--- src/rtl/seq_mul_pkg.sv ---
// -----------------------------------------------------------------------------
// seq_mul_pkg
//   Shared types and sizes for the repeated-addition sequential multiplier
//   (product = A * B, built from regA, a regB down-counter and an accumulator).
//
//   Contents:
//     WIDTH_A, WIDTH_B, WIDTH_P : operand A, operand B / iteration counter, product widths
//     MAX_ITER                  : accumulate cycles allowed before the watchdog fires
//     seq_mul_state_t           : controller state encoding (IDLE, LOAD, ACC)
// -----------------------------------------------------------------------------
package seq_mul_pkg;

  localparam int WIDTH_A  = 3;
  localparam int WIDTH_B  = 3;
  localparam int WIDTH_P  = 6;

  // Must stay <= 2**WIDTH_B-1 so the iteration counter can represent it.
  localparam int MAX_ITER = 7;

  typedef enum logic [1:0] {
    IDLE = 2'd0,
    LOAD = 2'd1,
    ACC  = 2'd2
  } seq_mul_state_t;

endpackage

--- src/rtl/seq_mul_if.sv ---
// -----------------------------------------------------------------------------
// seq_mul_if
//   Bundles the requester handshake and the datapath control/status lines of
//   the sequential multiplier controller.
//
//   Handshake: the requester raises start; it is sampled only while the
//   controller is idle (busy=0), so starts issued while busy are dropped, not
//   queued. busy is high for the whole operation. Exactly one of done / err
//   pulses for one cycle at the end of each operation that is not cut short
//   by reset; done marks the single cycle in which the accumulator holds A*B.
//
//   Signals:
//     start     requester -> ctrl  operation request
//     eqz       datapath  -> ctrl  regB output == 0 (combinational)
//     loadA     ctrl -> datapath   load operand A into regA
//     loadB     ctrl -> datapath   load operand B into regB
//     decB      ctrl -> datapath   1: product += A, regB -= 1; 0: accumulator clears
//     busy      ctrl -> requester  operation in progress (LOAD or ACC)
//     done      ctrl -> requester  1-cycle pulse, product valid
//     err       ctrl -> requester  1-cycle pulse, watchdog abort
//     state_dbg ctrl -> observer   current FSM state
//     iter_dbg  ctrl -> observer   current accumulate-iteration count
//
//   Modports: master = controller side, slave = requester/datapath side.
// -----------------------------------------------------------------------------
interface seq_mul_if #(
  parameter int WIDTH_B = seq_mul_pkg::WIDTH_B
);
  import seq_mul_pkg::*;

  logic                 start;
  logic                 eqz;
  logic                 loadA;
  logic                 loadB;
  logic                 decB;
  logic                 busy;
  logic                 done;
  logic                 err;
  seq_mul_state_t       state_dbg;
  logic [WIDTH_B-1:0]   iter_dbg;

  modport master (
    input  start,
    input  eqz,
    output loadA,
    output loadB,
    output decB,
    output busy,
    output done,
    output err,
    output state_dbg,
    output iter_dbg
  );

  modport slave (
    output start,
    output eqz,
    input  loadA,
    input  loadB,
    input  decB,
    input  busy,
    input  done,
    input  err,
    input  state_dbg,
    input  iter_dbg
  );

endinterface

--- src/rtl/seq_mul_iter_cnt.sv ---
// -----------------------------------------------------------------------------
// seq_mul_iter_cnt
//   Iteration counter for the multiplier watchdog. Clears on clr, counts up on
//   en, and holds at MAX_ITER so it can never wrap.
//
//   Ports:
//     clk    in   rising-edge clock
//     rst    in   synchronous, active-high reset (count <= 0)
//     clr    in   synchronous clear (count <= 0), dominant over en
//     en     in   count enable
//     count  out  current count, WIDTH_B bits
//     tc     out  terminal count: count == MAX_ITER (combinational from count)
// -----------------------------------------------------------------------------
module seq_mul_iter_cnt #(
  parameter int WIDTH_B  = 3,
  parameter int MAX_ITER = 7
) (
  input  logic               clk,
  input  logic               rst,
  input  logic               clr,
  input  logic               en,
  output logic [WIDTH_B-1:0] count,
  output logic               tc
);

  localparam logic [WIDTH_B-1:0] LIMIT = WIDTH_B'(MAX_ITER);

  always_ff @(posedge clk) begin
    if (rst || clr) begin
      count <= '0;
    end else if (en && (count != LIMIT)) begin
      // Saturating: the controller never enables past LIMIT, but holding here
      // keeps the counter safe if it is reused elsewhere.
      count <= count + WIDTH_B'(1);
    end
  end

  assign tc = (count == LIMIT);

endmodule

--- src/rtl/seq_mul_controller.sv ---
// -----------------------------------------------------------------------------
// seq_mul_controller
//   Control unit of the repeated-addition sequential multiplier. Drives
//   loadA / loadB / decB into regA, the regB down-counter and the accumulator,
//   runs the start / done handshake toward the requester, and aborts with an
//   err pulse if regB fails to reach zero within MAX_ITER accumulate cycles.
//
//   Ports:
//     clk   in   rising-edge clock
//     rst   in   synchronous, active-high reset
//     bus   seq_mul_if.master  (start, eqz in; loadA, loadB, decB, busy,
//                               done, err, state_dbg, iter_dbg out)
//
//   Timing: start seen at edge n -> LOAD in cycle n+1 -> ACC from n+2 ->
//   done in cycle n+2+B (B = operand loaded into regB).
// -----------------------------------------------------------------------------
module seq_mul_controller #(
  parameter int WIDTH_B  = seq_mul_pkg::WIDTH_B,
  parameter int MAX_ITER = seq_mul_pkg::MAX_ITER
) (
  input  logic      clk,
  input  logic      rst,
  seq_mul_if.master bus
);
  import seq_mul_pkg::*;

  seq_mul_state_t      state;
  logic [WIDTH_B-1:0]  iter;
  logic                iter_tc;

  logic                load_a;
  logic                load_b;
  logic                dec_b;
  logic                busy;
  logic                done;
  logic                err;

  // ---------------------------------------------------------------------------
  // Watchdog iteration counter: cleared in LOAD, advanced once per accumulate.
  // ---------------------------------------------------------------------------
  seq_mul_iter_cnt #(
    .WIDTH_B  (WIDTH_B),
    .MAX_ITER (MAX_ITER)
  ) u_iter_cnt (
    .clk   (clk),
    .rst   (rst),
    .clr   (state == LOAD),
    .en    (dec_b),
    .count (iter),
    .tc    (iter_tc)
  );

  // ---------------------------------------------------------------------------
  // State register. In ACC, eqz is tested before the watchdog, so an operand
  // of exactly MAX_ITER still completes with done rather than err.
  // ---------------------------------------------------------------------------
  always_ff @(posedge clk) begin
    if (rst) begin
      state <= IDLE;
    end else begin
      case (state)
        IDLE: begin
          if (bus.start) begin
            state <= LOAD;
          end
        end
        LOAD: begin
          state <= ACC;
        end
        ACC: begin
          if (bus.eqz || iter_tc) begin
            state <= IDLE;
          end
        end
        default: begin
          state <= IDLE;
        end
      endcase
    end
  end

  // ---------------------------------------------------------------------------
  // Output decode from the registered state plus eqz. done has to appear in
  // the same cycle eqz rises (that is the only cycle the product is valid),
  // so these outputs are a decode rather than a further register stage.
  // ---------------------------------------------------------------------------
  always_comb begin
    load_a = 1'b0;
    load_b = 1'b0;
    dec_b  = 1'b0;
    busy   = 1'b0;
    done   = 1'b0;
    err    = 1'b0;
    case (state)
      LOAD: begin
        load_a = 1'b1;
        load_b = 1'b1;
        busy   = 1'b1;
      end
      ACC: begin
        busy = 1'b1;
        if (bus.eqz) begin
          done = 1'b1;
        end else if (iter_tc) begin
          err = 1'b1;
        end else begin
          dec_b = 1'b1;
        end
      end
      default: begin
      end
    endcase
  end

  assign bus.loadA     = load_a;
  assign bus.loadB     = load_b;
  assign bus.decB      = dec_b;
  assign bus.busy      = busy;
  assign bus.done      = done;
  assign bus.err       = err;
  assign bus.state_dbg = state;
  assign bus.iter_dbg  = iter;

endmodule

--- src/flat_wrapper.sv ---
// flat-port wrapper written by rule: the top's interface ports become plain ports
module seq_mul_controller_flat import seq_mul_pkg::*;
#(
  parameter int WIDTH_B  = seq_mul_pkg::WIDTH_B,
  parameter int MAX_ITER = seq_mul_pkg::MAX_ITER
)
  (clk, rst, bus_start, bus_eqz, bus_loadA, bus_loadB, bus_decB, bus_busy, bus_done, bus_err, bus_state_dbg, bus_iter_dbg);
  seq_mul_if #(.WIDTH_B(WIDTH_B)) bus_i ();
  input  logic clk;
  input  logic rst;
  input wire logic [$bits(bus_i.start)-1:0] bus_start;
  input wire logic [$bits(bus_i.eqz)-1:0] bus_eqz;
  output wire logic [$bits(bus_i.loadA)-1:0] bus_loadA;
  output wire logic [$bits(bus_i.loadB)-1:0] bus_loadB;
  output wire logic [$bits(bus_i.decB)-1:0] bus_decB;
  output wire logic [$bits(bus_i.busy)-1:0] bus_busy;
  output wire logic [$bits(bus_i.done)-1:0] bus_done;
  output wire logic [$bits(bus_i.err)-1:0] bus_err;
  output wire logic [$bits(bus_i.state_dbg)-1:0] bus_state_dbg;
  output wire logic [$bits(bus_i.iter_dbg)-1:0] bus_iter_dbg;
  assign bus_i.start = bus_start;
  assign bus_i.eqz = bus_eqz;
  assign bus_loadA = bus_i.loadA;
  assign bus_loadB = bus_i.loadB;
  assign bus_decB = bus_i.decB;
  assign bus_busy = bus_i.busy;
  assign bus_done = bus_i.done;
  assign bus_err = bus_i.err;
  assign bus_state_dbg = bus_i.state_dbg;
  assign bus_iter_dbg = bus_i.iter_dbg;
  seq_mul_controller #(.WIDTH_B(WIDTH_B), .MAX_ITER(MAX_ITER)) u_core (.clk(clk), .rst(rst), .bus(bus_i));
endmodule
--- config.mk ---
export PLATFORM = sky130hd
export DESIGN_NAME = seq_mul_controller_flat
export DESIGN_NICKNAME = d
export VERILOG_FILES = /design/src/rtl/seq_mul_pkg.sv /design/src/rtl/seq_mul_if.sv /design/src/rtl/seq_mul_iter_cnt.sv /design/src/rtl/seq_mul_controller.sv /design/src/flat_wrapper.sv
export SDC_FILE = /design/constraint.sdc
export NUM_CORES = 1
export LEC_CHECK = 0
export CAP_MARGIN = 25
export CORE_AREA = 2 2 39 41
export CTS_CLUSTER_DIAMETER = 100
export DETAILED_ROUTE_END_ITERATION = 8
export DIE_AREA = 0 0 41 43
export SLEW_MARGIN = 15
export SYNTH_ARGS = -nofsm -noshare
export SYNTH_HDL_FRONTEND = slang
export SYNTH_HIERARCHICAL = 1
export SYNTH_SLANG_ARGS = --single-unit
--- constraint.sdc ---
create_clock -name clk -period 1.4 [get_ports clk]
set_input_delay 0.21 -clock clk [delete_from_list [all_inputs] [get_ports clk]]
set_output_delay 0.21 -clock clk [all_outputs]
set_load 0.02 [all_outputs]
==> metrics.md <==
| Metric | Value |
|---|---|
| Status | complete, but fails checks |
| Violations in the final reports | negative setup slack |
| Crit path DAT | 1.65 ns |
| Leak pwr | 0.311 nW |
| Initial antenna violation count | 0 |
| Starting Density | 0.247 |
| Dpl cells | 71 |
| Design area | 652 sq um |
| Final worst slack | -0.134 ns |
| Setup crit end kind | flop |
| Count of final setup violators | 5 |
| Root Buffer | clkbuf_4 |
| Mapped Area | 342 sq um |
| Synth Area per Inst | 10.7 sq um |
| Worst-margin pin slew | 0.206 ns |
| CTS tree | yes |
| Htree depth | 1 |
| Slew Viols, Final | 0 |
| Max FO, Critical Path | 3 |
| Post-Route WL | 746 um |
| Layout Utilization | 0.471 |
| Layout cells sized above 1 | 0.565 |
| Site Rows | 14 |
| Tot Pwr | 0.967 mW |
| HP Class | flop to flop |
| Finished Layout Cells | 78 |
| Final hold viol count | 0 |
| Placed Area | 602 sq um |
| Area of the multi-input gates | 268 sq um |
| Storage element area | 110 sq um |
| ANT cells | 0 |
| Area added between synthesis and finish | 90.8% |
| Yosys warnings | 6 |
| Die Footprint | 1760 sq um |
| Reg2Reg Setup Slack | -0.13 ns |
| # IOs | 15 |
| Routability cong. | 0.679 |
| Post-CTS Hold Buffers | 0 |
| Antenna viol nets, final | 0 |
| Grt total ovfl | 0 |
| Port Buffer Count | 14 |
| First-pass GRT wire length | 1310 um |
| Fillers | 142 |
| Clock Sinks | 5 |
| Largest net degree at the start of global routing | 8 |
| Register bit total from synthesis | 5 |
| Period utilization | 1.10 |
| Die extent in x | 41 um |
| # nets final | 73 |
| FMAX | 652 MHz |
| Clock skew | 0.00166 ns |
| Maximum vdd drop | 0.000619 V |
| CORE AREA | 1380 sq um |
| RSZ-0062 raised after global routing | true |
| Final Critical Period | 1.53 ns |
| Die Y | 43 um |
| Power per Cell Area | 1480 nW/um^2 |
| Maxcap violations | 0 |
| Vias in the first global route | 326 |
| DR DRC count | 0 |
| TritonRoute pass-1 iters | 4 |
| Clock Pin Slew Worst Setup and Hold Paths | 0.05 ns |
| Clock Tree Buf Depth | 2 |
| Vias/cell | 4.27 |
| CP Launch Type | flop |
| Worst Path Required | 1.52 ns |
| Synth Net Count | 42 |
| Post-detail-place hpwl | 608 um |
| Most common cell after layout, fill and taps aside | buf_4 |
| Slew Limit Headroom | 0.862 |
| Total GRT Usage | 0.115 |
| Library cells used by synthesis | 13 |
| Seq/Total Area, Yosys | 0.293 |
| Routed vias | 333 |
| Cts bufs inserted | 3 |
| Detailed Route Iter0 Violations | 2 |
| Worst-Skew Late Latency | 0.24 ns |
| Commonest cells after routing, fill and taps aside | buf_4 (13), dlygate4sd2_1 (5), buf_2 (4), nand2b_1 (4), mux2i_1 (4) |
| Critical path class | flop to flop |
| WL/cell | 9.56 um |
| Mapped Cells | 32 |
[synthesized netlist by cell type]
| cell type | number | share of area |
|---|---|---|
| ha_1 | 6 | 0.22 |
| dfxtp_1 | 5 | 0.29 |
| mux2i_1 | 4 | 0.12 |
| nand2b_1 | 4 | 0.073 |
| inv_1 | 3 | 0.033 |
| nor3_1 | 3 | 0.044 |
| a21oi_2 | 1 | 0.026 |
| and2_2 | 1 | 0.022 |
| and3b_2 | 1 | 0.029 |
| buf_4 | 1 | 0.022 |
| nor2b_4 | 1 | 0.040 |
| nor3b_4 | 1 | 0.055 |
| xnor2_1 | 1 | 0.026 |
[final timing paths]
path,depth (start not counted),start,end
worst min-delay path,3,u_core/bus.state_dbg[0]$_SDFFE_PP0P_,u_core/bus.state_dbg[0]$_SDFFE_PP0P_
worst max-delay path,7,u_core/u_iter_cnt/count[1]$_SDFFE_PP0P_,u_core/u_iter_cnt/count[1]$_SDFFE_PP0P_
worst max register to register,7,u_core/u_iter_cnt/count[1]$_SDFFE_PP0P_,u_core/u_iter_cnt/count[1]$_SDFFE_PP0P_
worst min register to register,3,u_core/bus.state_dbg[0]$_SDFFE_PP0P_,u_core/bus.state_dbg[0]$_SDFFE_PP0P_
[per-layer routing]
layer,share of wire,global-route usage,wire [um]
met1,0.38,0.136,284
met2,0.54,0.156,401
met3,0.064,0.0366,48
met4,0.016,0.100,12
met5,0,0,0
[timing repair]
action | 4_1_cts | 5_1_grt
setup endpoints to repair | 14 | 8
resized for setup | 34 | 6
buffers inserted | 1 | 2
pin swaps | 1 | 2
[metrics by stage]
step / hold slack, ns / setup WS (ns) / setup TNS, ns
6_report: 0.616 / -0.134 / -0.496
3_5_place_dp: 0.599 / -0.328 / -1.72
2_1_floorplan: 0.277 / -0.250 / -0.688
5_1_grt: 0.658 / -0.224 / -0.917
4_1_cts: 0.609 / -0.149 / -0.521
3_3_place_gp: 0.599 / -0.313 / -1.61
[flip-flops by register name, summed over array words and instances, names as in the netlist]
signal	count
u_core/bus.state_dbg	2
u_core/u_iter_cnt/count	3
[cells by family after synthesis]
kind of cell | synth area share
compound gates | 0.0256
xor+xnor | 0.0256
fa+ha+maj | 0.220
buf+inv | 0.0550
flops | 0.293
mux | 0.117
simple gates | 0.264
[final cells by class]
cell class                 count  area share
clock buffer                   4      0.0403
multi-input combinational     23       0.411
sequential                     5       0.169
tap                           16      0.0307
inverter                       3      0.0211
timing repair buffer          27       0.328
[power by group]
| group | internal, mW | total (mW) | switching [mW] |
|---|---|---|---|
| registers | 0.175 | 0.204 | 0.0295 |
| clock network | 0.108 | 0.167 | 0.0594 |
| logic | 0.295 | 0.596 | 0.301 |
| total | 0.578 | 0.967 | 0.390 |
[worst max-delay path, stage by stage, from the launching register on]
cell and delay [ns]:
dfxtp_4 0.34, ha_4 0.16, ha_4 0.16, nor3b_4 0.17, buf_4 0.14, nor2b_4 0.17
mux2i_1 0.20, nor3_1 0.06
Note: power is estimated with default switching activity, not from simulation.
